[config.mk]
export PLATFORM = sky130hd
export DESIGN_NAME = uart_puf_ctrl
export DESIGN_NICKNAME = d
export VERILOG_FILES = /design/src/rtl/uart_puf_pkg.sv /design/src/rtl/uart_puf_ctrl_tx_seq.sv /design/src/rtl/uart_puf_ctrl.sv
export SDC_FILE = /design/constraint.sdc
export NUM_CORES = 1
export LEC_CHECK = 0
export BUFFER_PORTS_ARGS = -buffer_cell sky130_fd_sc_hd__buf_2
export CELL_PAD_IN_SITES_DETAIL_PLACEMENT = 0
export CELL_PAD_IN_SITES_GLOBAL_PLACEMENT = 1
export CORE_MARGIN = 8
export CORE_UTILIZATION = 50
export CTS_BUF_LIST = sky130_fd_sc_hd__clkbuf_8
export DETAILED_ROUTE_END_ITERATION = 6
export PLACE_DENSITY_LB_ADDON = 0.1
export SLEW_MARGIN = 20
export SYNTH_ARGS = -nofsm -noshare
export SYNTH_HDL_FRONTEND = slang
export SYNTH_SLANG_ARGS = --single-unit
[constraint.sdc]
create_clock -name clk -period 17.06 [get_ports clk]
set_clock_uncertainty 0.15 [all_clocks]
set_input_delay 3.412 -clock clk [delete_from_list [all_inputs] [get_ports clk]]
set_output_delay 3.412 -clock clk [all_outputs]
set_load 0.01 [all_outputs]
[src/rtl/uart_puf_pkg.sv]
// Shared constants and FSM encodings for the UART <-> PUF command sequencer.
package uart_puf_pkg;

  localparam logic [7:0] CMD_RUN   = 8'hA5;
  localparam logic [7:0] CMD_PING  = 8'h3C;

  localparam logic [7:0] ST_OK     = 8'h5A;
  localparam logic [7:0] ST_PONG   = 8'hC3;
  localparam logic [7:0] ST_BADCMD = 8'hEE;
  localparam logic [7:0] ST_RXTO   = 8'hE1;
  localparam logic [7:0] ST_FRAME  = 8'hE2;
  localparam logic [7:0] ST_PUFTO  = 8'hE3;

  typedef enum logic [2:0] {
    SIdle,
    SChal,
    SRun,
    SWait,
    SSend,
    SReply
  } main_state_e;

  typedef enum logic [2:0] {
    TIdle,
    TWaitFree,
    TPulse,
    TWaitHi,
    TWaitLo
  } tx_state_e;

endpackage

[src/rtl/uart_puf_ctrl_tx_seq.sv]
// One-byte UART transmit handshake: pulse transmit, then wait for the
// transmitter's busy flag to rise and fall before reporting done.
module uart_tx_seq
  import uart_puf_pkg::*;
(
  input  logic       clk,
  input  logic       rst,
  input  logic       req,
  input  logic [7:0] tx_data,
  input  logic       tx_busy,
  output logic       done,
  output logic       tx_start,
  output logic [7:0] tx_byte
);

  tx_state_e  state_q, state_d;
  logic [7:0] byte_q, byte_d;

  always_ff @(posedge clk or posedge rst) begin
    if (rst) begin
      state_q <= TIdle;
      byte_q  <= 8'h00;
    end else begin
      state_q <= state_d;
      byte_q  <= byte_d;
    end
  end

  always_comb begin
    state_d  = state_q;
    byte_d   = byte_q;
    done     = 1'b0;
    tx_start = 1'b0;
    unique case (state_q)
      TIdle: begin
        if (req) begin
          byte_d  = tx_data;
          // A transmitter still busy with someone else's byte must drain first.
          state_d = tx_busy ? TWaitFree : TPulse;
        end
      end
      TWaitFree: if (!tx_busy) state_d = TPulse;
      TPulse: begin
        tx_start = 1'b1;
        state_d  = TWaitHi;
      end
      TWaitHi: if (tx_busy) state_d = TWaitLo;
      TWaitLo: begin
        if (!tx_busy) begin
          done    = 1'b1;
          state_d = TIdle;
        end
      end
      default: state_d = TIdle;
    endcase
  end

  assign tx_byte = byte_q;

endmodule

[src/rtl/uart_puf_ctrl.sv]
// Command sequencer: parses UART commands, gathers the challenge, runs the
// PUF and streams status plus response bytes back over the UART.
module uart_puf_ctrl
  import uart_puf_pkg::*;
#(
  parameter int unsigned CHAL_BYTES  = 8,
  parameter int unsigned RESP_BYTES  = 4,
  parameter int unsigned RX_TIMEOUT  = 2_000_000,
  parameter int unsigned PUF_TIMEOUT = 65535
) (
  input  logic                    clk,
  input  logic                    rst,
  input  logic                    rx_received,
  input  logic [7:0]              rx_byte,
  input  logic                    rx_error,
  input  logic                    tx_busy,
  output logic                    tx_start,
  output logic [7:0]              tx_byte,
  output logic [8*CHAL_BYTES-1:0] puf_challenge,
  output logic                    puf_start,
  input  logic                    puf_done,
  input  logic [8*RESP_BYTES-1:0] puf_response,
  output logic                    busy
);

  localparam int unsigned RxW   = $clog2(RX_TIMEOUT + 1);
  localparam int unsigned PufW  = $clog2(PUF_TIMEOUT + 1);
  localparam int unsigned IdxW  = $clog2(CHAL_BYTES + 1);
  localparam int unsigned RIdxW = $clog2(RESP_BYTES + 1);

  localparam logic [RxW-1:0]   RxLoad  = RxW'(RX_TIMEOUT);
  localparam logic [PufW-1:0]  PufLoad = PufW'(PUF_TIMEOUT);
  localparam logic [IdxW-1:0]  LastIdx = IdxW'(CHAL_BYTES - 1);
  localparam logic [RIdxW-1:0] LastR   = RIdxW'(RESP_BYTES);

  main_state_e             state_q, state_d;
  logic [IdxW-1:0]         idx_q, idx_d;
  logic [8*CHAL_BYTES-1:0] chal_q, chal_d;
  logic [8*RESP_BYTES-1:0] resp_q, resp_d;
  logic [RxW-1:0]          rx_tmr_q, rx_tmr_d;
  logic [PufW-1:0]         puf_tmr_q, puf_tmr_d;
  logic [7:0]              status_q, status_d;
  logic [RIdxW-1:0]        ridx_q, ridx_d;
  logic                    issued_q, issued_d;

  logic       tx_req, tx_done;
  logic [7:0] tx_data, resp_byte;

  always_ff @(posedge clk or posedge rst) begin
    if (rst) begin
      state_q   <= SIdle;
      idx_q     <= '0;
      chal_q    <= '0;
      resp_q    <= '0;
      rx_tmr_q  <= '0;
      puf_tmr_q <= '0;
      status_q  <= 8'h00;
      ridx_q    <= '0;
      issued_q  <= 1'b0;
    end else begin
      state_q   <= state_d;
      idx_q     <= idx_d;
      chal_q    <= chal_d;
      resp_q    <= resp_d;
      rx_tmr_q  <= rx_tmr_d;
      puf_tmr_q <= puf_tmr_d;
      status_q  <= status_d;
      ridx_q    <= ridx_d;
      issued_q  <= issued_d;
    end
  end

  // ridx 0 is the OK header; ridx k selects response byte k-1.
  always_comb begin
    resp_byte = 8'h00;
    for (int i = 0; i < int'(RESP_BYTES); i++) begin
      if (ridx_q == RIdxW'(i + 1)) resp_byte = resp_q[8*i +: 8];
    end
  end

  always_comb begin
    state_d   = state_q;
    idx_d     = idx_q;
    chal_d    = chal_q;
    resp_d    = resp_q;
    rx_tmr_d  = rx_tmr_q;
    puf_tmr_d = puf_tmr_q;
    status_d  = status_q;
    ridx_d    = ridx_q;
    issued_d  = issued_q;
    puf_start = 1'b0;
    tx_req    = 1'b0;
    tx_data   = status_q;

    unique case (state_q)
      SIdle: begin
        if (rx_received) begin
          if (rx_byte == CMD_RUN) begin
            state_d  = SChal;
            idx_d    = '0;
            rx_tmr_d = RxLoad;
          end else begin
            state_d  = SReply;
            status_d = (rx_byte == CMD_PING) ? ST_PONG : ST_BADCMD;
          end
        end
      end
      SChal: begin
        // Error beats a simultaneous byte; a byte beats a simultaneous expiry.
        if (rx_error) begin
          state_d  = SReply;
          status_d = ST_FRAME;
        end else if (rx_received) begin
          for (int i = 0; i < int'(CHAL_BYTES); i++) begin
            if (idx_q == IdxW'(i)) chal_d[8*i +: 8] = rx_byte;
          end
          rx_tmr_d = RxLoad;
          if (idx_q == LastIdx) begin
            idx_d   = '0;
            state_d = SRun;
          end else begin
            idx_d = idx_q + 1'b1;
          end
        end else if (rx_tmr_q == '0) begin
          state_d  = SReply;
          status_d = ST_RXTO;
        end else begin
          rx_tmr_d = rx_tmr_q - 1'b1;
        end
      end
      SRun: begin
        puf_start = 1'b1;
        puf_tmr_d = PufLoad;
        state_d   = SWait;
      end
      SWait: begin
        if (puf_done) begin
          resp_d  = puf_response;
          ridx_d  = '0;
          state_d = SSend;
        end else if (puf_tmr_q == '0) begin
          state_d  = SReply;
          status_d = ST_PUFTO;
        end else begin
          puf_tmr_d = puf_tmr_q - 1'b1;
        end
      end
      SSend: begin
        tx_data  = (ridx_q == '0) ? ST_OK : resp_byte;
        tx_req   = !issued_q;
        issued_d = 1'b1;
        if (tx_done) begin
          issued_d = 1'b0;
          if (ridx_q == LastR) state_d = SIdle;
          else                 ridx_d  = ridx_q + 1'b1;
        end
      end
      SReply: begin
        tx_req   = !issued_q;
        issued_d = 1'b1;
        if (tx_done) begin
          issued_d = 1'b0;
          state_d  = SIdle;
        end
      end
      default: state_d = SIdle;
    endcase
  end

  uart_tx_seq u_tx_seq (
    .clk      (clk),
    .rst      (rst),
    .req      (tx_req),
    .tx_data  (tx_data),
    .tx_busy  (tx_busy),
    .done     (tx_done),
    .tx_start (tx_start),
    .tx_byte  (tx_byte)
  );

  assign puf_challenge = chal_q;
  assign busy          = (state_q != SIdle);

endmodule
Word-level counts from Yosys, hierarchy flattened
Index checks and enable logic that the tools add are counted.
Widths: inputs -> output; s select.
Word-level totals
  latch bits: 0
  memories: 0
  logic and storage cells: 156
  memory bits (writable): 0
  bits in read-only memories: 0
  output and inout port bits: 75
  register bits: 163
  bits of input ports: 46
Cells by class
  add/subtract/negate cells: 4
  reduce and logical (&&, ||, !) cells: 30
  magnitude comparators: 0
  bitwise logic cells: 1
  shift-type cells: 0
  multiplexer cells: 58
  divide/modulo/power cells: 0
  $mul: 0
  equal/unequal tests: 45
Operators by type and width (number)
  $mux 21: 5
  $mux 8: 13
  $mux 3: 18
  $pmux 21 s2: 1
  $reduce_and 4->1: 10
  $ne 2x2->1 const B: 17
  $mux 16: 2
  $pmux 16 s2: 1
  $pmux 8 s3: 1
  $logic_not 21->1: 1
  $sub 21x1->21 const B: 1
  $mux 4: 5
  $eq 3x2->1 const B: 6
  $pmux 3 s6: 1
  $eq 4x3->1 const B: 4
  $logic_not 16->1: 1
  $sub 16x1->16 const B: 1
  $pmux 3 s5: 1
  $reduce_and 7->1: 2
  $eq 3x3->1 const B: 4
  $ne 3x3->1 const B: 4
  $reduce_and 5->1: 2
  $eq 3x1->1 const B: 3
  $logic_not 3->1: 3
  other kinds (20): 31

Logic depth before layout (Yosys ltp)
Gate-level depths: netlist (run 1).
  depth after elaboration: 7
  gate-level depth with buffers: 8
  mapped depth without buffers: 7

By module
From an unflattened synthesis (run 1), not the netlist that was laid out.
Second synthesis, totals
  cells, all modules: 656
  area total of the unflattened synthesis: 7608.5 um^2
Modules (own cells, without submodules)
  uart_puf_ctrl: cells each 623, area an instance 7133.1 um^2, times used 1, seq. area each 3728.6 um^2
  uart_tx_seq: cells each 33, area an instance 475.5 um^2, times used 1, seq. area each 275.3 um^2

Worst setup path before layout (run 1)
OpenSTA, ideal clock, no wires.
  path kind: input-to-reg
  start point: input rx_byte[7]
  end point: register rx_tmr_q[9]
  data arrival time: 5.180 ns
  stages: 6
  slack: 11.652 ns
  required time: 16.832 ns
  library setup time: 0.078 ns
  cells stage by stage: clkbuf_1 -> nor4bb_1 -> a41oi_1 -> a2111oi_2 -> nor4b_1 -> o21bai_1
On the way
  word-level cells in the longest chain between the ends: 3
RTL lines
  start, declared: RTL line uart_puf_ctrl.sv:14  | input logic [7:0] rx_byte,
  $eq 8x8->1: RTL line uart_puf_ctrl.sv:98  | if (rx_byte == CMD_RUN) begin
  $ne 2x2->1 (no line)
  $reduce_and 5->1 (no line)
  end signal, assigned: RTL line uart_puf_ctrl.sv:65  | rx_tmr_q <= rx_tmr_d;
  end, declared: RTL line uart_puf_ctrl.sv:40  | logic [RxW-1:0] rx_tmr_q, rx_tmr_d;
Every way passes these cells.
A chain may end at the register's enable or synchronous reset.

Worst setup path in the final report (run 1)
  start point: input rx_byte[2]
  end point: register rx_tmr_q[16]
Same word-level chain as after synthesis.

==> results.json, run 1 <==
{
  "synthFlopType": "dfrtp_1",
  "ys_ff_latch": 160,
  "post-route-period-util_pct": 35.0,
  "place_inst": 933,
  "slew_headroom_pct": 31.4,
  "drtPass1Iterations": 5,
  "yosysWarnings": 0,
  "synth_top_area_share_pct": 53.5,
  "layout_min_cycle_time_ns": 5.97,
  "finalSetupTns_ns": 0,
  "ys_seq_area_share_pct": 53.5,
  "timing.fmax_mhz": 167,
  "synth_edf_count": 0,
  "portBuffers": 120,
  "layout_common_cells": "dfrtp_1 (160), buf_2 (120), mux2_2 (98)",
  "grt_start_max_net_pins": 83,
  "synth_nets": 708,
  "core_sq_mm": 0.0146,
  "detail_route.wl_per_cell_microns": 18.8,
  "io_pins": 121,
  "ys_top_cells_by_area": "dfrtp_1 (54%), mux2_2 (15%), nand2_1 (2.7%)",
  "ys_types": 70,
  "postSynthAreaPerCell_sq_um": 11.5,
  "hold_violations": 0,
  "crit_fanout": 14,
  "track_usage_pct": 19.1,
  "drive_gt1_share_pct": 35.3,
  "num_rows": 44,
  "syn_inst": 649,
  "clock_path_buffers": 2,
  "cts.repair.resized": 0,
  "hpwl_mm": 13.1,
  "first_global_vias": 5881,
  "nets": 827,
  "syn2layout_area_growth_pct": 16.0,
  "setup_viol": 0,
  "status": "completed",
  "pwr_density_cell_mw_per_mm2": 89.4,
  "start_kind": "input pin",
  "antenna_found_initial": 0,
  "rsz0062_at_grt": "false",
  "hold_buffers": 0,
  "cp.arrival_ns": 6.17,
  "num_vias": 5569,
  "clkLatencyLatePin_ns": 0.46,
  "tightest_slew_ns": 1.03,
  "die_area_sq_mm": 0.0191,
  "initial_core_util_pct": 51.3,
  "layout_commonest_cell": "dfrtp_1",
  "cts_buffers": 17,
  "power_uw": 776,
  "hold-worst-slack_ns": 0.326,
  "syn-cell-area_sq_mm": 0.00748,
  "postCtsSetupBuffers": 0,
  "leakage_nw": 4.35,
  "cp_data_required_time_ns": 17.26,
  "overflow": 0,
  "drc_errors": 0,
  "endpoint_kind": "register",
  "clk_pin_slew_ns": 0.09,
  "grt_pass1_wl_mm": 30.1,
  "fp.dieH_microns": 138,
  "die_w_microns": 138,
  "drv_slew": 0,
  "h-tree-depth": 4,
  "ys_async_sr_fraction_pct": 100,
  "numClockSinks": 160,
  "ir_drop_mv": 0.0607,
  "maxCapViolations": 0,
  "netlist.top_cell.by_area": "dfrtp_1",
  "drt_iter0_drc": 335,
  "critical_path_class": "input pin to register",
  "hold_class": "register to register",
  "antenna_cells": 0,
  "stdcell_count": 965,
  "wl_mm": 18.1,
  "vias_per_cell": 5.77,
  "ant_nets": 0,
  "cts_tree": "built",
  "clockRootBuffer": "clkbuf_8",
  "gp_congestion": 0.795
}
[final timing paths]
kind,from,to,slack [ns],cells past startpoint
hold / removal,status_q[6],status_q[6],0.33,1
min in group asynchronous,rst,resp_q[18],2.93,2
hold reg to reg,status_q[6],status_q[6],0.33,1
max in group asynchronous,rst,rx_tmr_q[4],12.62,3
setup / recovery,rx_byte[2],rx_tmr_q[16],11.09,6
setup reg to reg,state_q[0],rx_tmr_q[16],13.75,5
[cells in the mapped netlist, types with 11 or more instances]
| cell | instances |
|---|---|
| a21oi_1 | 22 |
| nor3_1 | 11 |
| inv_1 | 15 |
| nor2_1 | 43 |
| or3_1 | 11 |
| dfrtp_1 | 160 |
| clkbuf_1 | 18 |
| mux2_2 | 98 |
| o21ai_0 | 31 |
| xor2_1 | 11 |
| nand2_1 | 54 |
| ha_1 | 13 |
| nand3_1 | 23 |
[state kept, by name (all words and copies together) (netlist names)]
| name | count |
|---|---|
| u_tx_seq.tx_byte | 8 |
| issued_q | 1 |
| rx_tmr_q | 21 |
| idx_q | 4 |
| puf_tmr_q | 16 |
| resp_q | 32 |
| status_q | 5 |
| ridx_q | 3 |
| puf_challenge | 64 |
| state_q | 3 |
| u_tx_seq.state_q | 3 |
[metal layers]
layer / up-vias / share of wire [%] / track usage [%]
met4: 0 / 1.2 / 5.03
met2: 144 / 49 / 30.8
met1: 2802 / 43 / 23.7
li1: 2605 / - / -
met5: - / 0 / 0
met3: 18 / 6.5 / 6.82
[logic make-up (layout without fill, tap and decap cells)]
| kind of cell | after synthesis | after routing | synth area share [%] |
|---|---|---|---|
| AND/OR/NAND/NOR | 208 | 208 | 15.0 |
| flip-flops | 160 | 160 | 53.5 |
| AO/OA/AOI/OAI | 112 | 112 | 9.97 |
| multiplexers | 104 | 104 | 15.8 |
| buffers and inverters | 39 | 171 | 2.09 |
| adder cells (fa/ha/maj) | 13 | 13 | 2.17 |
| XOR/XNOR | 13 | 13 | 1.52 |
[report_power, final]
| group | leakage [nW] | switching (mW) | internal (mW) |
|---|---|---|---|
| clock | 0.208 | 0.170 | 0.114 |
| sequential | 2.12 | 0.0124 | 0.392 |
| combinational | 2.03 | 0.0552 | 0.0323 |
| total | 4.35 | 0.238 | 0.538 |
[worst max-delay path: stages]
cell,delay [ns]
buf_2,0.16
nor4bb_1,0.74
a41oi_1,0.53
nor2_1,0.93
nor2_1,0.11
a41o_1,0.28
[area by class of cell]
class                   count  area, sq um
clock buffers              17          234
flip-flops and latches    160         4000
repair buffers            124          634
well taps                 184          230
fillers                  1196         5910
multi-input cells         450         3330
clock inverters            15          188
inverters                  15         61.3
[through the flow]
step | util [%] | setup WS [ns] | cell area [sq um]
after global placement | 56.6 | 10.84 | 8250
final | 59.5 | 11.09 | 8680
after CTS | 59.5 | 11.14 | 8680
after floorplan | - | 9.18 | 7480
after global routing | 59.5 | 10.96 | 8680
after detailed placement | 56.6 | 10.66 | 8250
Power figures use the tool's default switching activity.
==> inputs of run 2 (changes only) <==
ABC_AREA = 1   (was unset)
CORE_UTILIZATION = 40   (was 50)
clock period = 5.45 ns   (was 17.06 ns; I/O delays follow)
==> results.json, run 2 <==
{
  "overflow": 0,
  "clkLatencyLatePin_ns": 0.46,
  "die_w_microns": 157,
  "finalSetupTns_ns": 0,
  "num_vias": 6597,
  "ys_seq_area_share_pct": 50.6,
  "ys_ff_latch": 160,
  "timing.fmax_mhz": 335,
  "tightest_slew_ns": 0.896,
  "ys_top_cells_by_area": "dfrtp_1 (51%), nand2_1 (13%), o21ai_1 (5.3%)",
  "yosysMostFrequentCell": "nand2_1",
  "fp.dieH_microns": 157,
  "cp_data_required_time_ns": 4.21,
  "cts_buffers": 17,
  "stdcell_count": 1356,
  "cp.arrival_ns": 1.75,
  "cp_slowest_cell": "dfrtp_1",
  "leakage_nw": 4.86,
  "synth_nets": 1025,
  "critPathMaxStageDelay_ns": 0.53,
  "synth_edf_count": 0,
  "hold-worst-slack_ns": 0.320,
  "synth_common_cells": "nand2_1 (266), dfrtp_1 (160), nor2_1 (107)",
  "hold_buffers": 0,
  "grt_pass1_wl_mm": 34.8,
  "place_inst": 1324,
  "largest_reg_flops": 64,
  "core_sq_mm": 0.0195,
  "pwr_density_cell_mw_per_mm2": 314,
  "clock_path_buffers": 2,
  "layout_common_cells": "nand2_1 (266), dfrtp_1 (160), buf_2 (120)",
  "netlist.top_cell.by_area": "dfrtp_1",
  "ant_nets": 0,
  "ir_drop_mv": 0.176,
  "antenna_cells": 0,
  "power_mw": 2.87,
  "numClockSinks": 160,
  "drv_slew": 0,
  "first_global_vias": 6730,
  "antenna_found_initial": 1,
  "portBuffers": 120,
  "status": "completed",
  "postCtsSetupBuffers": 0,
  "hold_violations": 0,
  "clk_pin_slew_ns": 0.09,
  "layout_min_cycle_time_ns": 2.99,
  "post-route-period-util_pct": 54.8,
  "fillers": 1983,
  "die_area_sq_mm": 0.0245,
  "cp_num_buf_inv": 3,
  "postSynthAreaPerCell_sq_um": 8.19,
  "io_pins": 121,
  "syn-cell-area_sq_mm": 0.00791,
  "cts_tree": "built",
  "wl_mm": 20.8,
  "gp_congestion": 0.781,
  "layout_commonest_cell": "nand2_1",
  "start_kind": "register",
  "critical_path_class": "register to primary output",
  "r2r_setup_slack_ns": 2.58,
  "h-tree-depth": 4,
  "track_usage_pct": 17.8,
  "drt_iter0_drc": 362,
  "vias_per_cell": 4.87,
  "setup_viol": 0,
  "crit_fanout": 8,
  "crit_top_cell": "inv_1",
  "hold_class": "register to register",
  "cpLargestDelayFamily": "buffers and inverters",
  "drive_gt1_share_pct": 16.7,
  "synth_top_area_share_pct": 50.6,
  "drc_errors": 0,
  "rsz0062_at_grt": "false",
  "maxCapViolations": 0,
  "ys_async_sr_fraction_pct": 100,
  "num_rows": 51,
  "pre_cts_ws_ns": 2.35,
  "cts.repair.resized": 0,
  "layout_setup_ws_ns": 2.46,
  "endpoint_kind": "primary output",
  "clockRootBuffer": "clkbuf_8",
  "hpwl_mm": 15.0,
  "initial_core_util_pct": 40.6,
  "slew_headroom_pct": 40.0,
  "drtPass1Iterations": 4,
  "ys_types": 38,
  "syn_inst": 966,
  "yosysWarnings": 0,
  "final_area_sq_mm": 0.00913,
  "nets": 1137,
  "fin_util_pct": 46.9,
  "syn2layout_area_growth_pct": 15.4,
  "detail_route.wl_per_cell_microns": 15.4,
  "synthFlopType": "dfrtp_1",
  "grt_start_max_net_pins": 161,
  "crit_chain": "inv_1 > nand3_1 > inv_1 > buf_2",
  "place_area_sq_mm": 0.00871
}
-- run 2: path summary, 6_finish.rpt --
kind,start,to,cells after the start
max,state_q[0],puf_start,4
min,status_q[6],status_q[6],2
max reg2reg,state_q[0],rx_tmr_q[17],9
min reg2reg,status_q[6],status_q[6],2
max in group asynchronous,rst,ridx_q[0],3
min in group asynchronous,rst,puf_challenge[23],3
-- run 2: kinds of logic after synthesis --
family,share of synthesized area [%]
buffers and inverters,6.09
multiplexers,3.27
adder cells (fa/ha/maj),2.06
XOR/XNOR,0.997
AO/OA/AOI/OAI,10.5
flip-flops,50.6
AND/OR/NAND/NOR,26.4
-- run 2: worst register-to-register path, stage by stage, from the launching register on --
cell,delay [ns]
dfrtp_1,0.59
nand2_4,0.13
nor2_4,0.53
inv_2,0.22
nor2_2,0.18
nand4_1,0.14
nand3_2,0.51
inv_2,0.18
nand2_1,0.11
nand2_1,0.05
-- run 2: cell type report --
| type | count | area, sq um | area share [%] |
|---|---|---|---|
| Clock buffer | 17 | 234 | 2.56 |
| Clock inverter | 15 | 185 | 2.03 |
| Inverter | 86 | 327 | 3.58 |
| Multi-Input combinational cell | 692 | 3420 | 37.5 |
| Sequential cell | 160 | 4000 | 43.9 |
| Tap cell | 265 | 332 | 3.63 |
| Timing Repair Buffer | 121 | 621 | 6.80 |
-- run 2: power breakdown --
part | switching, mW | internal, mW
clock | 0.532 | 0.394
combinational | 0.401 | 0.212
sequential | 0.0672 | 1.26
total | 1.00 | 1.87
-- run 2: layer usage --
metal	vias to the layer above	part of all wire [%]	global-route usage [%]
li1	3388	-	-
met1	3093	48	23.4
met2	103	47	28.8
met3	11	4.8	4.66
met4	2	0.81	4.12
met5	-	0.048	0
